`src/rtl/button_pkg.sv`:
```
`default_nettype none
// ============================================================================
// Module      : button_pkg
// Description : Shared FSM state encoding and default timing for the button
//               conditioner.
// Revision    : 1.0 - initial release
// ============================================================================
package button_pkg;

    typedef enum logic [1:0] {
        RELEASED = 2'd0,
        DELAY    = 2'd1,
        REPEAT   = 2'd2
    } btn_state_t;

    localparam int c_DEBOUNCE_CYCLES = 250000;    // 10 ms at 25 MHz
    localparam int c_REPEAT_DELAY    = 12500000;  // 500 ms
    localparam int c_REPEAT_RATE     = 3750000;   // 150 ms

    // Counter width needed to hold 0 .. value-1, never less than one bit.
    function automatic int width_for(input int value);
        return (value > 2) ? $clog2(value) : 1;
    endfunction

endpackage
`default_nettype wire

```
`src/rtl/button_conditioner_if.sv`:
```
`default_nettype none
// ============================================================================
// Module      : button_conditioner_if
// Description : Raw pushbutton inputs and conditioned game-control outputs.
// Revision    : 1.0 - initial release
// ============================================================================
interface button_conditioner_if;

    logic       btn_right_raw;
    logic       btn_left_raw;
    logic       btn_drop_raw;
    logic       move_right;
    logic       move_left;
    logic       drop_piece;
    logic [2:0] held;

    modport master (
        output btn_right_raw, btn_left_raw, btn_drop_raw,
        input  move_right, move_left, drop_piece, held
    );

    modport slave (
        input  btn_right_raw, btn_left_raw, btn_drop_raw,
        output move_right, move_left, drop_piece, held
    );

endinterface
`default_nettype wire

```
`src/rtl/button_channel.sv`:
```
`default_nettype none
// ============================================================================
// Module      : button_channel
// Description : One pushbutton: 2-flop synchronizer, debounce, press/repeat FSM.
// Revision    : 1.0 - initial release
// ============================================================================
module button_channel
    import button_pkg::*;
#(
    parameter int DEBOUNCE_CYCLES = c_DEBOUNCE_CYCLES,
    parameter int REPEAT_DELAY    = c_REPEAT_DELAY,
    parameter int REPEAT_RATE     = c_REPEAT_RATE,
    parameter bit REPEAT_EN       = 1'b1
) (
    input  wire logic clk,
    input  wire logic rst,
    input  wire logic i_raw,
    output logic      o_stable,
    output logic      o_pulse
);

    localparam int c_CW = width_for(DEBOUNCE_CYCLES);
    localparam int c_TW = width_for((REPEAT_DELAY > REPEAT_RATE) ? REPEAT_DELAY : REPEAT_RATE);

    localparam logic [c_CW-1:0] c_DB_TERM    = c_CW'(DEBOUNCE_CYCLES - 1);
    localparam logic [c_TW-1:0] c_DELAY_TERM = c_TW'(REPEAT_DELAY - 1);
    localparam logic [c_TW-1:0] c_RATE_TERM  = c_TW'(REPEAT_RATE - 1);

    logic [1:0]      r_sync;
    logic            r_stable;
    logic [c_CW-1:0] r_count;
    btn_state_t      r_state;
    logic [c_TW-1:0] r_timer;
    logic            r_pulse;

    always_ff @(posedge clk or posedge rst) begin
        if (rst) begin
            r_sync <= 2'b00;
        end else begin
            r_sync <= {r_sync[0], i_raw};
        end
    end

    // Any sample that agrees with the stable level restarts the count.
    always_ff @(posedge clk or posedge rst) begin
        if (rst) begin
            r_stable <= 1'b0;
            r_count  <= '0;
        end else if (r_sync[1] == r_stable) begin
            r_count <= '0;
        end else if (r_count == c_DB_TERM) begin
            r_stable <= r_sync[1];
            r_count  <= '0;
        end else begin
            r_count <= r_count + 1'b1;
        end
    end

    always_ff @(posedge clk or posedge rst) begin
        if (rst) begin
            r_state <= RELEASED;
            r_timer <= '0;
            r_pulse <= 1'b0;
        end else begin
            r_pulse <= 1'b0;
            case (r_state)
                RELEASED: begin
                    r_timer <= '0;
                    if (r_stable) begin
                        r_state <= DELAY;
                        r_pulse <= 1'b1;
                    end
                end
                DELAY: begin
                    if (!r_stable) begin
                        r_state <= RELEASED;
                        r_timer <= '0;
                    end else if (REPEAT_EN) begin
                        if (r_timer == c_DELAY_TERM) begin
                            r_state <= REPEAT;
                            r_timer <= '0;
                            r_pulse <= 1'b1;
                        end else begin
                            r_timer <= r_timer + 1'b1;
                        end
                    end
                end
                REPEAT: begin
                    if (!r_stable) begin
                        r_state <= RELEASED;
                        r_timer <= '0;
                    end else if (r_timer == c_RATE_TERM) begin
                        r_timer <= '0;
                        r_pulse <= 1'b1;
                    end else begin
                        r_timer <= r_timer + 1'b1;
                    end
                end
                default: begin
                    r_state <= RELEASED;
                    r_timer <= '0;
                end
            endcase
        end
    end

    assign o_stable = r_stable;
    assign o_pulse  = r_pulse;

endmodule
`default_nettype wire

```
`src/rtl/button_conditioner.sv`:
```
`default_nettype none
// ============================================================================
// Module      : button_conditioner
// Description : Three debounced pushbuttons with auto-repeat on left/right.
// Revision    : 1.0 - initial release
// ============================================================================
module button_conditioner
    import button_pkg::*;
#(
    parameter int DEBOUNCE_CYCLES = c_DEBOUNCE_CYCLES,
    parameter int REPEAT_DELAY    = c_REPEAT_DELAY,
    parameter int REPEAT_RATE     = c_REPEAT_RATE
) (
    input  wire logic           clk_25MHz,
    input  wire logic           rst,
    button_conditioner_if.slave bus
);

    logic w_right_pulse, w_left_pulse, w_drop_pulse;
    logic w_right_stable, w_left_stable, w_drop_stable;

    logic       r_move_right;
    logic       r_move_left;
    logic       r_drop_piece;
    logic [2:0] r_held;

    button_channel #(
        .DEBOUNCE_CYCLES (DEBOUNCE_CYCLES),
        .REPEAT_DELAY    (REPEAT_DELAY),
        .REPEAT_RATE     (REPEAT_RATE),
        .REPEAT_EN       (1'b1)
    ) u_right (
        .clk      (clk_25MHz),
        .rst      (rst),
        .i_raw    (bus.btn_right_raw),
        .o_stable (w_right_stable),
        .o_pulse  (w_right_pulse)
    );

    button_channel #(
        .DEBOUNCE_CYCLES (DEBOUNCE_CYCLES),
        .REPEAT_DELAY    (REPEAT_DELAY),
        .REPEAT_RATE     (REPEAT_RATE),
        .REPEAT_EN       (1'b1)
    ) u_left (
        .clk      (clk_25MHz),
        .rst      (rst),
        .i_raw    (bus.btn_left_raw),
        .o_stable (w_left_stable),
        .o_pulse  (w_left_pulse)
    );

    button_channel #(
        .DEBOUNCE_CYCLES (DEBOUNCE_CYCLES),
        .REPEAT_DELAY    (REPEAT_DELAY),
        .REPEAT_RATE     (REPEAT_RATE),
        .REPEAT_EN       (1'b0)
    ) u_drop (
        .clk      (clk_25MHz),
        .rst      (rst),
        .i_raw    (bus.btn_drop_raw),
        .o_stable (w_drop_stable),
        .o_pulse  (w_drop_pulse)
    );

    // Contradictory left+right moves cancel; drop is never arbitrated.
    always_ff @(posedge clk_25MHz or posedge rst) begin
        if (rst) begin
            r_move_right <= 1'b0;
            r_move_left  <= 1'b0;
            r_drop_piece <= 1'b0;
            r_held       <= 3'b000;
        end else begin
            r_move_right <= w_right_pulse & ~w_left_pulse;
            r_move_left  <= w_left_pulse & ~w_right_pulse;
            r_drop_piece <= w_drop_pulse;
            r_held       <= {w_drop_stable, w_left_stable, w_right_stable};
        end
    end

    assign bus.move_right = r_move_right;
    assign bus.move_left  = r_move_left;
    assign bus.drop_piece = r_drop_piece;
    assign bus.held       = r_held;

endmodule
`default_nettype wire
```
`src/flat_wrapper.sv`:
```
// flat-port wrapper written by rule: the top's interface ports become plain ports
module button_conditioner_flat import button_pkg::*;
#(
    parameter int DEBOUNCE_CYCLES = c_DEBOUNCE_CYCLES,
    parameter int REPEAT_DELAY    = c_REPEAT_DELAY,
    parameter int REPEAT_RATE     = c_REPEAT_RATE
)
  (clk_25MHz, rst, bus_btn_right_raw, bus_btn_left_raw, bus_btn_drop_raw, bus_move_right, bus_move_left, bus_drop_piece, bus_held);
  button_conditioner_if bus_i ();
  input  wire logic clk_25MHz;
  input  wire logic rst;
  input wire logic [$bits(bus_i.btn_right_raw)-1:0] bus_btn_right_raw;
  input wire logic [$bits(bus_i.btn_left_raw)-1:0] bus_btn_left_raw;
  input wire logic [$bits(bus_i.btn_drop_raw)-1:0] bus_btn_drop_raw;
  output wire logic [$bits(bus_i.move_right)-1:0] bus_move_right;
  output wire logic [$bits(bus_i.move_left)-1:0] bus_move_left;
  output wire logic [$bits(bus_i.drop_piece)-1:0] bus_drop_piece;
  output wire logic [$bits(bus_i.held)-1:0] bus_held;
  assign bus_i.btn_right_raw = bus_btn_right_raw;
  assign bus_i.btn_left_raw = bus_btn_left_raw;
  assign bus_i.btn_drop_raw = bus_btn_drop_raw;
  assign bus_move_right = bus_i.move_right;
  assign bus_move_left = bus_i.move_left;
  assign bus_drop_piece = bus_i.drop_piece;
  assign bus_held = bus_i.held;
  button_conditioner #(.DEBOUNCE_CYCLES(DEBOUNCE_CYCLES), .REPEAT_DELAY(REPEAT_DELAY), .REPEAT_RATE(REPEAT_RATE)) u_core (.clk_25MHz(clk_25MHz), .rst(rst), .bus(bus_i));
endmodule
```
`config.mk`:
```
export PLATFORM = sky130hd
export DESIGN_NAME = button_conditioner_flat
export DESIGN_NICKNAME = d
export VERILOG_FILES = /design/src/rtl/button_pkg.sv /design/src/rtl/button_conditioner_if.sv /design/src/rtl/button_channel.sv /design/src/rtl/button_conditioner.sv /design/src/flat_wrapper.sv
export SDC_FILE = /design/constraint.sdc
export NUM_CORES = 1
export LEC_CHECK = 0
export CORE_MARGIN = 2
export CORE_UTILIZATION = 63
export DETAILED_ROUTE_END_ITERATION = 10
export PLACE_DENSITY = 0.8
export RECOVER_POWER = 100
export SYNTH_ARGS = -nofsm -noshare
export SYNTH_HDL_FRONTEND = slang
export SYNTH_SLANG_ARGS = --single-unit
```
`constraint.sdc`:
```
create_clock -name clk_25MHz -period 9.86 [get_ports clk_25MHz]
set_input_delay 1.972 -clock clk_25MHz [delete_from_list [all_inputs] [get_ports clk_25MHz]]
set_output_delay 1.972 -clock clk_25MHz [all_outputs]
set_load 0.02 [all_outputs]
```
==> results of run 1 <==
==> final cells by class <==
cell class,count,area [µm²]
clock inverters,14,167.7
inverters,13,50.05
multi-input cells,448,2765
well taps,129,161.4
flip-flops and latches,125,3128
repair buffers,11,107.6
clock buffers,18,417.9
fillers,664,2486
==> flip-flops by register name, indices dropped and copies added, names as in the netlist <==
name                     cells
u_core.u_drop.r_count       18
u_core.u_drop.r_state        1
u_core.u_right.o_pulse       1
u_core.u_right.r_count      18
u_core.u_left.o_pulse        1
u_core.u_drop.o_pulse        1
u_core.u_left.r_count       18
u_core.u_right.r_state       2
u_core.u_left.r_state        2
u_core.bus.drop_piece        1
u_core.bus.move_left         1
u_core.u_left.r_timer       24
u_core.u_right.o_stable      1
u_core.bus.move_right        1
u_core.u_drop.r_sync         2
u_core.u_right.r_sync        2
u_core.u_drop.o_stable       1
u_core.u_left.r_sync         2
u_core.u_right.r_timer      24
u_core.bus.held              3
u_core.u_left.o_stable       1
==> synthesized netlist by cell type, types with 3 or more instances <==
cell type  count
xnor2_1       49
and2_1         4
nand3_1       47
and3_1        21
xor2_1        47
ha_1          14
nor3_1        10
nor2b_1        4
nand2b_1       3
nand2_1       35
nor2_1       126
o21ai_0        3
nand4_1       23
and4_1        10
clkbuf_1      12
nand3b_1       3
nor4b_1        7
inv_1         13
nor4_1        13
dfrtp_1      125
mux2_2         3
==> worst paths after layout <==
path                                                      from                                   to  slack, ns  cells past startpoint
max in group clk_25MHz     u_core.u_left.r_timer[17]$_DFF_PP0_  u_core.u_left.r_timer[23]$_DFF_PP0_       6.32                      5
min in group asynchronous                                  rst   u_core.u_left.r_timer[4]$_DFF_PP0_       2.31                      2
hold reg to reg              u_core.u_left.r_sync[0]$_DFF_PP0_    u_core.u_left.r_sync[1]$_DFF_PP0_       0.35                      0
hold / removal               u_core.u_left.r_sync[0]$_DFF_PP0_    u_core.u_left.r_sync[1]$_DFF_PP0_       0.35                      0
setup reg to reg           u_core.u_left.r_timer[17]$_DFF_PP0_  u_core.u_left.r_timer[23]$_DFF_PP0_       6.32                      5
setup / recovery                                           rst  u_core.u_right.r_timer[3]$_DFF_PP0_       5.81                      3
==> layout by cell type, fill, tap and decap left out, types with 7 or more instances in the layout <==
master and instances:
clkbuf_16 16, dfrtp_1 125, inv_1 12, nor4_1 13, nand3_1 47, dlygate4sd3_1 10
xnor2_1 49, nand4_1 23, nor2_1 126, xor2_1 47, nand2_1 35, nor3_1 10
nor4b_1 7, and3_1 21, and4_1 10, ha_1 14
==> layer usage <==
layer / vias up / GRT usage
met2: 79 / 0.3801
met4: 0 / 0.08615
met1: 2096 / 0.3158
met5: - / 0
li1: 2092 / -
met3: 11 / 0.05746
==> worst max-delay path: cells and delay by family <==
| family | cells | cell delay (ns) |
|---|---|---|
| buffers and inverters | 3 | 2.45 |
==> power breakdown <==
part	leakage [nW]	total, mW	internal [mW]	switching [mW]
sequential	1.73	0.521	0.518	0.00358
combinational	0.832	0.0205	0.00463	0.0158
clock	0.281	0.611	0.385	0.226
total	2.84	1.15	0.907	0.246
==> stage by stage <==
stage | area, µm² | std cells | util
CTS | 6820 | 758 | 0.7346
global placement | 6235 | 726 | 0.6716
floorplan | 6072 | 605 | -
global route | 6798 | 758 | 0.7322
finish | 6798 | 758 | 0.7322
detailed placement | 6235 | 726 | 0.6716
==> cells by family after synthesis <==
family          Yosys count  share of synthesized area
mux                       3                   0.005563
simple gates            320                     0.2652
buf+inv                  32                    0.02596
flops                   125                     0.5151
xor+xnor                 96                     0.1385
compound gates           15                    0.02081
fa+ha+maj                14                    0.02885
==> impl_metrics.env, run 1 <==
export IMPL_status="complete, but fails checks"
export IMPL_violations="capacitance limit, slew limit"
export IMPL_cp_slowest_cell="buf_4"
export IMPL_path_cells="dlygate4sd3_1 > clkinvlp_2 > buf_4"
export IMPL_yosys_area_top_type="dfrtp_1"
export IMPL_worst_ep_required_time_ns=10.32
export IMPL_yosys_most_used_dff="dfrtp_1"
export IMPL_setup_ws_ns=5.814
export IMPL_min_period_ns=4.046
export IMPL_drc=0
export IMPL_nets=635
export IMPL_insertion_delay_ns=0.52
export IMPL_dr_wl_met3_um=333
export IMPL_dieArea_um2=10440
export IMPL_leakagePower_nw=2.838
export IMPL_io_buffers=10
export IMPL_wl_met1_mm=5.218
export IMPL_hold_viol_final=0
export IMPL_grt_antenna_before_repair=0
export IMPL_viasPerCell=5.644
export IMPL_gp_congestion=0.7942
export IMPL_cts_hold_fix_buffers=0
export IMPL_synth_cells=605
export IMPL_die_h_um=102.2
export IMPL_synthTopCellsByArea="dfrtp_1 52%, nor2_1 7.8%, xnor2_1 7.1%"
export IMPL_worstPathArrival_ns=4.50
export IMPL_dr_pass1_iters=5
export IMPL_drt_iter0_drc=258
export IMPL_diodes=0
export IMPL_async_reset_ff_frac=1.000
export IMPL_drt_total_wl_mm=11.25
export IMPL_setup_viol=0
export IMPL_tns_ns=0
export IMPL_yosysSeqAreaShare=0.5151
export IMPL_slew_viol_final=63
export IMPL_max_freq_mhz=247.1
export IMPL_holdWs_ns=0.3477
export IMPL_syn_to_final_growth_pct=11.95
export IMPL_critPathCaptureType="asynchronous set/reset pin"
export IMPL_yosysTopAreaCellShare=0.5151
export IMPL_chipWidth_um=102.2
export IMPL_ant_nets=0
export IMPL_cap_violations=2
export IMPL_clkTransAtPathRegs_ns=0.05
export IMPL_path_class="input pin to asynchronous set/reset pin"
export IMPL_cts_max_level=4
export IMPL_floorplan_initialDensity=0.6540
export IMPL_grt_max_degree=90
export IMPL_overflow=0
export IMPL_num_rows=35
export IMPL_clock_path_buffers=2
export IMPL_synth_edf_count=0
export IMPL_relSlewSlack=-0.2641
export IMPL_drive_above_1_share=0.06677
export IMPL_grt_pass1_vias=4250
export IMPL_fin_crit_sh=0.4104
export IMPL_syn_area_um2=6072
export IMPL_power_mw=1.153
export IMPL_cp_start_kind="input pin"
export IMPL_vdd_drop_max_mv=0.1622
export IMPL_wl_met2_mm=5.569
export IMPL_top_layer="met4"
export IMPL_hold_class="flip-flop to flip-flop"
export IMPL_p_per_area_nw_per_um2=169.6
export IMPL_finClkSkew_ns=0.01914
export IMPL_rsz0062_at_grt="no"
export IMPL_cts_tree="yes"
export IMPL_numCtsBuffers=17
export IMPL_cts_repair_resized=0
export IMPL_synth_distinct_cells=47
export IMPL_synth_nets=624
export IMPL_wl_per_cell_um=14.84
export IMPL_cts_setup_buffers=0
export IMPL_cts_sinks=125
export IMPL_synth_avg_cell_area_um2=10.04
export IMPL_place_ws_ns=5.955
export IMPL_num_vias=4278
export IMPL_yosysWarnings=0
export IMPL_cp_max_fo=89
export IMPL_worstMarginPinSlew_ns=1.889
export IMPL_hpwl_mm=6.901
export IMPL_grt_usage=0.2365
export IMPL_slowest_delay_ns=0.97
export IMPL_grt_pass1_wl_mm=19.42
export IMPL_yosys_register_bits=125
export IMPL_core_area_um2=9284
export IMPL_cts_root_buffer="clkbuf_8"
export IMPL_io_pins=11
No activity file was read; power rests on OpenSTA's default activity.
==> run 2, diff against run 1 <==
--- a/config.mk
+++ b/config.mk
@@ -6,9 +6,9 @@
 export NUM_CORES = 1
 export LEC_CHECK = 0
 export CORE_MARGIN = 2
-export CORE_UTILIZATION = 63
+export CORE_UTILIZATION = 56
 export DETAILED_ROUTE_END_ITERATION = 10
-export PLACE_DENSITY = 0.8
+export PLACE_DENSITY = 0.76
 export RECOVER_POWER = 100
 export SYNTH_ARGS = -nofsm -noshare
 export SYNTH_HDL_FRONTEND = slang
==> constraint.sdc (replaced) <==
create_clock -name clk_25MHz -period 3.7 [get_ports clk_25MHz]
set_input_delay 0.74 -clock clk_25MHz [delete_from_list [all_inputs] [get_ports clk_25MHz]]
set_output_delay 0.74 -clock clk_25MHz [all_outputs]
set_load 0.02 [all_outputs]
==> impl_metrics.env, run 2 (synthesis gave the netlist of run 1 again) <==
export IMPL_status="finished clean"
export IMPL_r2r_slack_ns=0.91
export IMPL_min_period_ns=2.785
export IMPL_insertion_delay_ns=0.53
export IMPL_diodes=0
export IMPL_cts_hold_fix_buffers=0
export IMPL_cap_violations=0
export IMPL_max_freq_mhz=359.0
export IMPL_cts_max_level=4
export IMPL_r2r_end="u_core.u_left.r_timer[3]$_DFF_PP0_"
export IMPL_cp_num_cells=5
export IMPL_drt_iter0_drc=267
export IMPL_drc=0
export IMPL_instances_no_fill=770
export IMPL_grt_antenna_before_repair=0
export IMPL_critPathCaptureType="flip-flop"
export IMPL_grt_max_degree=60
export IMPL_dp_cells=738
export IMPL_p_per_area_nw_per_um2=454.9
export IMPL_endpoint="u_core.u_left.r_timer[3]$_DFF_PP0_"
export IMPL_worstMarginPinSlew_ns=1.436
export IMPL_path_class="flip-flop to flip-flop"
export IMPL_numCtsBuffers=17
export IMPL_die_h_um=108.1
export IMPL_cts_repair_resized=0
export IMPL_crit_path_frequent_cell="or4_1"
export IMPL_core_area_um2=10700
export IMPL_tns_ns=0
export IMPL_leakagePower_nw=2.859
export IMPL_clock_path_buffers=2
export IMPL_cts_setup_buffers=0
export IMPL_io_pins=11
export IMPL_dieArea_um2=11690
export IMPL_fin_crit_sh=0.7528
export IMPL_setup_viol=0
export IMPL_ant_nets=0
export IMPL_num_rows=38
export IMPL_clkTransAtPathRegs_ns=0.06
export IMPL_wl_per_cell_um=14.59
export IMPL_cts_tree="yes"
export IMPL_floorplan_initialDensity=0.5676
export IMPL_final_cell_mix="126 x nor2_1, 125 x dfrtp_1, 49 x xnor2_1, 47 x nand3_1, 47 x xor2_1"
export IMPL_reg2regPathDepth=5
export IMPL_reg_top3="u_core.u_left.r_timer (24), u_core.u_right.r_timer (24)"
export IMPL_final_common_cell="nor2_1"
export IMPL_relSlewSlack=0.03759
export IMPL_cp_slowest_cell="a2bb2oi_2"
export IMPL_critPathBufInv=0
export IMPL_slew_viol_final=0
export IMPL_hold_class="flip-flop to flip-flop"
export IMPL_nets=636
export IMPL_viasPerCell=5.517
export IMPL_grt_pass1_vias=4265
export IMPL_drive_above_1_share=0.06667
export IMPL_cp_max_fo=24
export IMPL_gp_congestion=0.8916
export IMPL_worst_ep_required_time_ns=4.07
export IMPL_rsz0062_at_grt="no"
export IMPL_grt_pass1_wl_mm=19.53
export IMPL_hold_viol_final=0
export IMPL_drt_total_wl_mm=11.24
export IMPL_dr_pass1_iters=4
export IMPL_r2r_start="u_core.u_left.r_timer[18]$_DFF_PP0_"
export IMPL_path_cells="nand2_1 > or4_1 > or4_1 > a2bb2oi_2 > nor2_1"
export IMPL_grt_usage=0.2118
export IMPL_slowest_delay_ns=0.84
export IMPL_cts_root_buffer="clkbuf_8"
export IMPL_path_delay_family="simple AND/OR/NAND/NOR gates"
export IMPL_vdd_drop_max_mv=0.2418
export IMPL_overflow=0
export IMPL_num_vias=4248
export IMPL_worstPathArrival_ns=3.15
export IMPL_cp_start_kind="flip-flop"
export IMPL_hpwl_mm=7.074
export IMPL_finClkSkew_ns=0.005897
export IMPL_chipWidth_um=108.1
export IMPL_io_buffers=10
export IMPL_cts_sinks=125
export IMPL_startpoint="u_core.u_left.r_timer[18]$_DFF_PP0_"
export IMPL_syn_to_final_growth_pct=12.82
## run 2: cell type report
class / count / area, µm²
clock buffers: 22 / 462.9
clock inverters: 10 / 137.6
fillers: 835 / 3847
inverters: 13 / 50.05
multi-input cells: 448 / 2771
flip-flops and latches: 125 / 3128
well taps: 140 / 175.2
repair buffers: 12 / 125.1
## run 2: report_power, final
group	switching (mW)	internal, mW
Sequential	0.00868	1.38
Clock	0.595	1.08
Combinational	0.0416	0.0139
Total	0.645	2.47
## run 2: worst min-delay path by stage
stage / from / cells after the start / endpoint / slack [ns]
global placement: u_core.u_left.r_sync[0]$_DFF_PP0_ / 0 / u_core.u_left.r_sync[1]$_DFF_PP0_ / 0.33
global route: u_core.u_left.r_sync[0]$_DFF_PP0_ / 0 / u_core.u_left.r_sync[1]$_DFF_PP0_ / 0.36
CTS: u_core.u_left.r_sync[0]$_DFF_PP0_ / 0 / u_core.u_left.r_sync[1]$_DFF_PP0_ / 0.36
floorplan: u_core.u_drop.o_pulse$_DFF_PP0_ / 0 / u_core.bus.drop_piece$_DFF_PP0_ / 0.33
detailed placement: u_core.u_left.r_sync[0]$_DFF_PP0_ / 0 / u_core.u_left.r_sync[1]$_DFF_PP0_ / 0.34
finish: u_core.u_left.r_sync[0]$_DFF_PP0_ / 0 / u_core.u_left.r_sync[1]$_DFF_PP0_ / 0.35
## run 2: per-stage QoR
step / worst slack, ns / hold slack, ns / power, mW / area, µm² / util
2_1_floorplan: 1.421 / 0.3312 / 1.452 / 6076 / -
3_3_place_gp: 1.328 / 0.3348 / 1.469 / 6270 / 0.5861
3_5_place_dp: 1.177 / 0.3419 / 1.472 / 6270 / 0.5861
4_1_cts: 1.103 / 0.3550 / 3.145 / 6870 / 0.6422
5_1_grt: 0.6607 / 0.3586 / 3.215 / 6850 / 0.6404
6_report: 0.9148 / 0.3519 / 3.116 / 6850 / 0.6404
## run 2: layer usage
metal,vias to the layer above,track usage,part of all wire
li1,2083,-,-
met1,2065,0.2700,0.46
met2,83,0.3464,0.49
met3,17,0.06088,0.036
met4,0,0.07601,0.017
met5,-,0,0
## run 2: worst register-to-register path, stage by stage, from the launching register on
cell       delay, ns
dfrtp_1         0.41
nand2_1         0.11
or4_1           0.50
or4_1           0.62
a2bb2oi_2       0.84
nor2_1          0.13
==> run 3, diff against run 2 <==
==> constraint.sdc (replaced) <==
create_clock -name clk_25MHz -period 2.55 [get_ports clk_25MHz]
set_input_delay 0.51 -clock clk_25MHz [delete_from_list [all_inputs] [get_ports clk_25MHz]]
set_output_delay 0.51 -clock clk_25MHz [all_outputs]
set_load 0.02 [all_outputs]
==> impl_metrics.env, run 3 (synthesis gave the netlist of run 1 again) <==
export IMPL_grt_pass1_wl_mm=18.88
export IMPL_path_class="flip-flop to flip-flop"
export IMPL_cp_start_kind="flip-flop"
export IMPL_diodes=0
export IMPL_instances_no_fill=774
export IMPL_hold_viol_final=0
export IMPL_floorplan_initialDensity=0.5676
export IMPL_num_vias=4293
export IMPL_chipWidth_um=108.1
export IMPL_drt_iter0_drc=200
export IMPL_gp_congestion=0.8457
export IMPL_p_seq_frac=0.471
export IMPL_final_common_cell="nor2_1"
export IMPL_cts_root_buffer="clkbuf_8"
export IMPL_p_comb_frac=0.018
export IMPL_io_buffers=10
export IMPL_intPower_mw=3.356
export IMPL_status="complete, but fails checks"
export IMPL_nets=640
export IMPL_vdd_drop_max_mv=0.3985
export IMPL_ff_latch_area_um2=3128
export IMPL_worst_ep_required_time_ns=2.95
export IMPL_place_ws_ns=0.3113
export IMPL_numCtsBuffers=17
export IMPL_violations="capacitance limit, slew limit"
export IMPL_dp_cells=742
export IMPL_grt_pass1_vias=4191
export IMPL_multi_input_area_um2=2769
export IMPL_dieArea_um2=11690
export IMPL_relSlewSlack=-0.03726
export IMPL_setup_ws_ns=0.2735
export IMPL_num_rows=38
export IMPL_cp_max_fo=24
export IMPL_grt_usage=0.2044
export IMPL_finClkSkew_ns=0.01071
export IMPL_cts_tree="yes"
export IMPL_clock_path_buffers=2
export IMPL_cap_violations=1
export IMPL_slowest_delay_ns=0.55
export IMPL_min_period_ns=2.277
export IMPL_slew_viol_final=65
export IMPL_cts_sinks=125
export IMPL_fin_crit_sh=0.8928
export IMPL_io_pins=11
export IMPL_grt_max_degree=65
export IMPL_final_cell_mix="126 x nor2_1, 125 x dfrtp_1, 49 x xnor2_1, 47 x nand3_1, 47 x xor2_1"
export IMPL_die_h_um=108.1
export IMPL_worstMarginPinSlew_ns=1.556
export IMPL_ant_nets=0
export IMPL_cts_repair_resized=0
export IMPL_syn_to_final_growth_pct=12.10
export IMPL_core_area_um2=10700
export IMPL_overflow=0
export IMPL_setup_viol=0
export IMPL_clkTransAtPathRegs_ns=0.06
export IMPL_p_sw_mw=0.9210
export IMPL_leakagePower_nw=2.835
export IMPL_path_cells="nand2_1 > or4_1 > or4_4 > a2bb2oi_1 > buf_4 > nor2_1"
export IMPL_wl_per_cell_um=13.64
export IMPL_cts_setup_buffers=0
export IMPL_tns_ns=0
export IMPL_cts_hold_fix_buffers=0
export IMPL_cts_max_level=4
export IMPL_worstPathArrival_ns=2.68
export IMPL_drt_total_wl_mm=10.55
export IMPL_viasPerCell=5.547
export IMPL_clkPwrFrac=0.511
export IMPL_critPathCaptureType="flip-flop"
export IMPL_hold_class="flip-flop to flip-flop"
export IMPL_cp_slowest_cell="or4_4"
export IMPL_dr_pass1_iters=4
export IMPL_rsz0062_at_grt="no"
export IMPL_switching_share=0.2153
export IMPL_grt_antenna_before_repair=0
export IMPL_drive_above_1_share=0.07256
export IMPL_hpwl_mm=6.887
export IMPL_p_per_area_nw_per_um2=628.4
export IMPL_n_fill_cell=865
export IMPL_drc=0
export IMPL_max_freq_mhz=439.3
export IMPL_insertion_delay_ns=0.53
export IMPL_reg_top3="u_core.u_left.r_timer (24), u_core.u_right.r_timer (24)"
## run 3: path summary, 6_finish.rpt
check                                               startpoint                                   end  slack (ns)  cells past startpoint
setup / recovery           u_core.u_left.r_timer[17]$_DFF_PP0_    u_core.u_left.r_timer[6]$_DFF_PP0_        0.27                      6
setup reg to reg           u_core.u_left.r_timer[17]$_DFF_PP0_    u_core.u_left.r_timer[6]$_DFF_PP0_        0.27                      6
hold reg to reg              u_core.u_left.r_sync[0]$_DFF_PP0_     u_core.u_left.r_sync[1]$_DFF_PP0_        0.35                      0
hold / removal               u_core.u_left.r_sync[0]$_DFF_PP0_     u_core.u_left.r_sync[1]$_DFF_PP0_        0.35                      0
min in group asynchronous                                  rst    u_core.u_drop.r_count[8]$_DFF_PP0_        0.96                      3
max in group asynchronous                                  rst  u_core.u_right.r_count[13]$_DFF_PP0_        0.61                      3
## run 3: metrics by stage
step | utilization | area (µm²) | hold slack [ns] | total power [mW]
after floorplan | - | 6076 | 0.3312 | 2.107
after global placement | 0.5901 | 6312 | 0.3343 | 2.135
after detailed placement | 0.5901 | 6312 | 0.3355 | 2.140
after CTS | 0.6409 | 6857 | 0.3462 | 4.341
after global routing | 0.6363 | 6807 | 0.3533 | 4.425
final | 0.6363 | 6807 | 0.3459 | 4.277
## run 3: worst max-delay path: cells and delay by family, from the launching register on
kind            cells  cell delay [ns]
compound gates      1             0.17
buf+inv             1             0.29
flops               1             0.42
simple gates        4             1.27
## run 3: layout make-up
class | count | area share
flip-flops and latches | 125 | 0.4596
multi-input cells | 448 | 0.4068
clock buffers | 22 | 0.06654
well taps | 140 | 0.02574
repair buffers | 16 | 0.02059
clock inverters | 10 | 0.01342
inverters | 13 | 0.007353
## run 3: power by group through the flow
stage                     Combinational [mW]  Sequential (mW)  Clock [mW]
after floorplan                       0.0604             2.05           0
after global placement                0.0868             2.05           0
after detailed placement              0.0905             2.05           0
after CTS                             0.0907             2.01        2.24
after global routing                  0.0943             2.02        2.31
final                                 0.0776             2.01        2.18
## run 3: metal layers
layer	part of all wire	global-route usage	routed length [µm]
met2	0.47	0.3149	4984
met5	0	0	0
met3	0.032	0.05787	337
met1	0.48	0.2641	5070
met4	0.015	0.1062	162
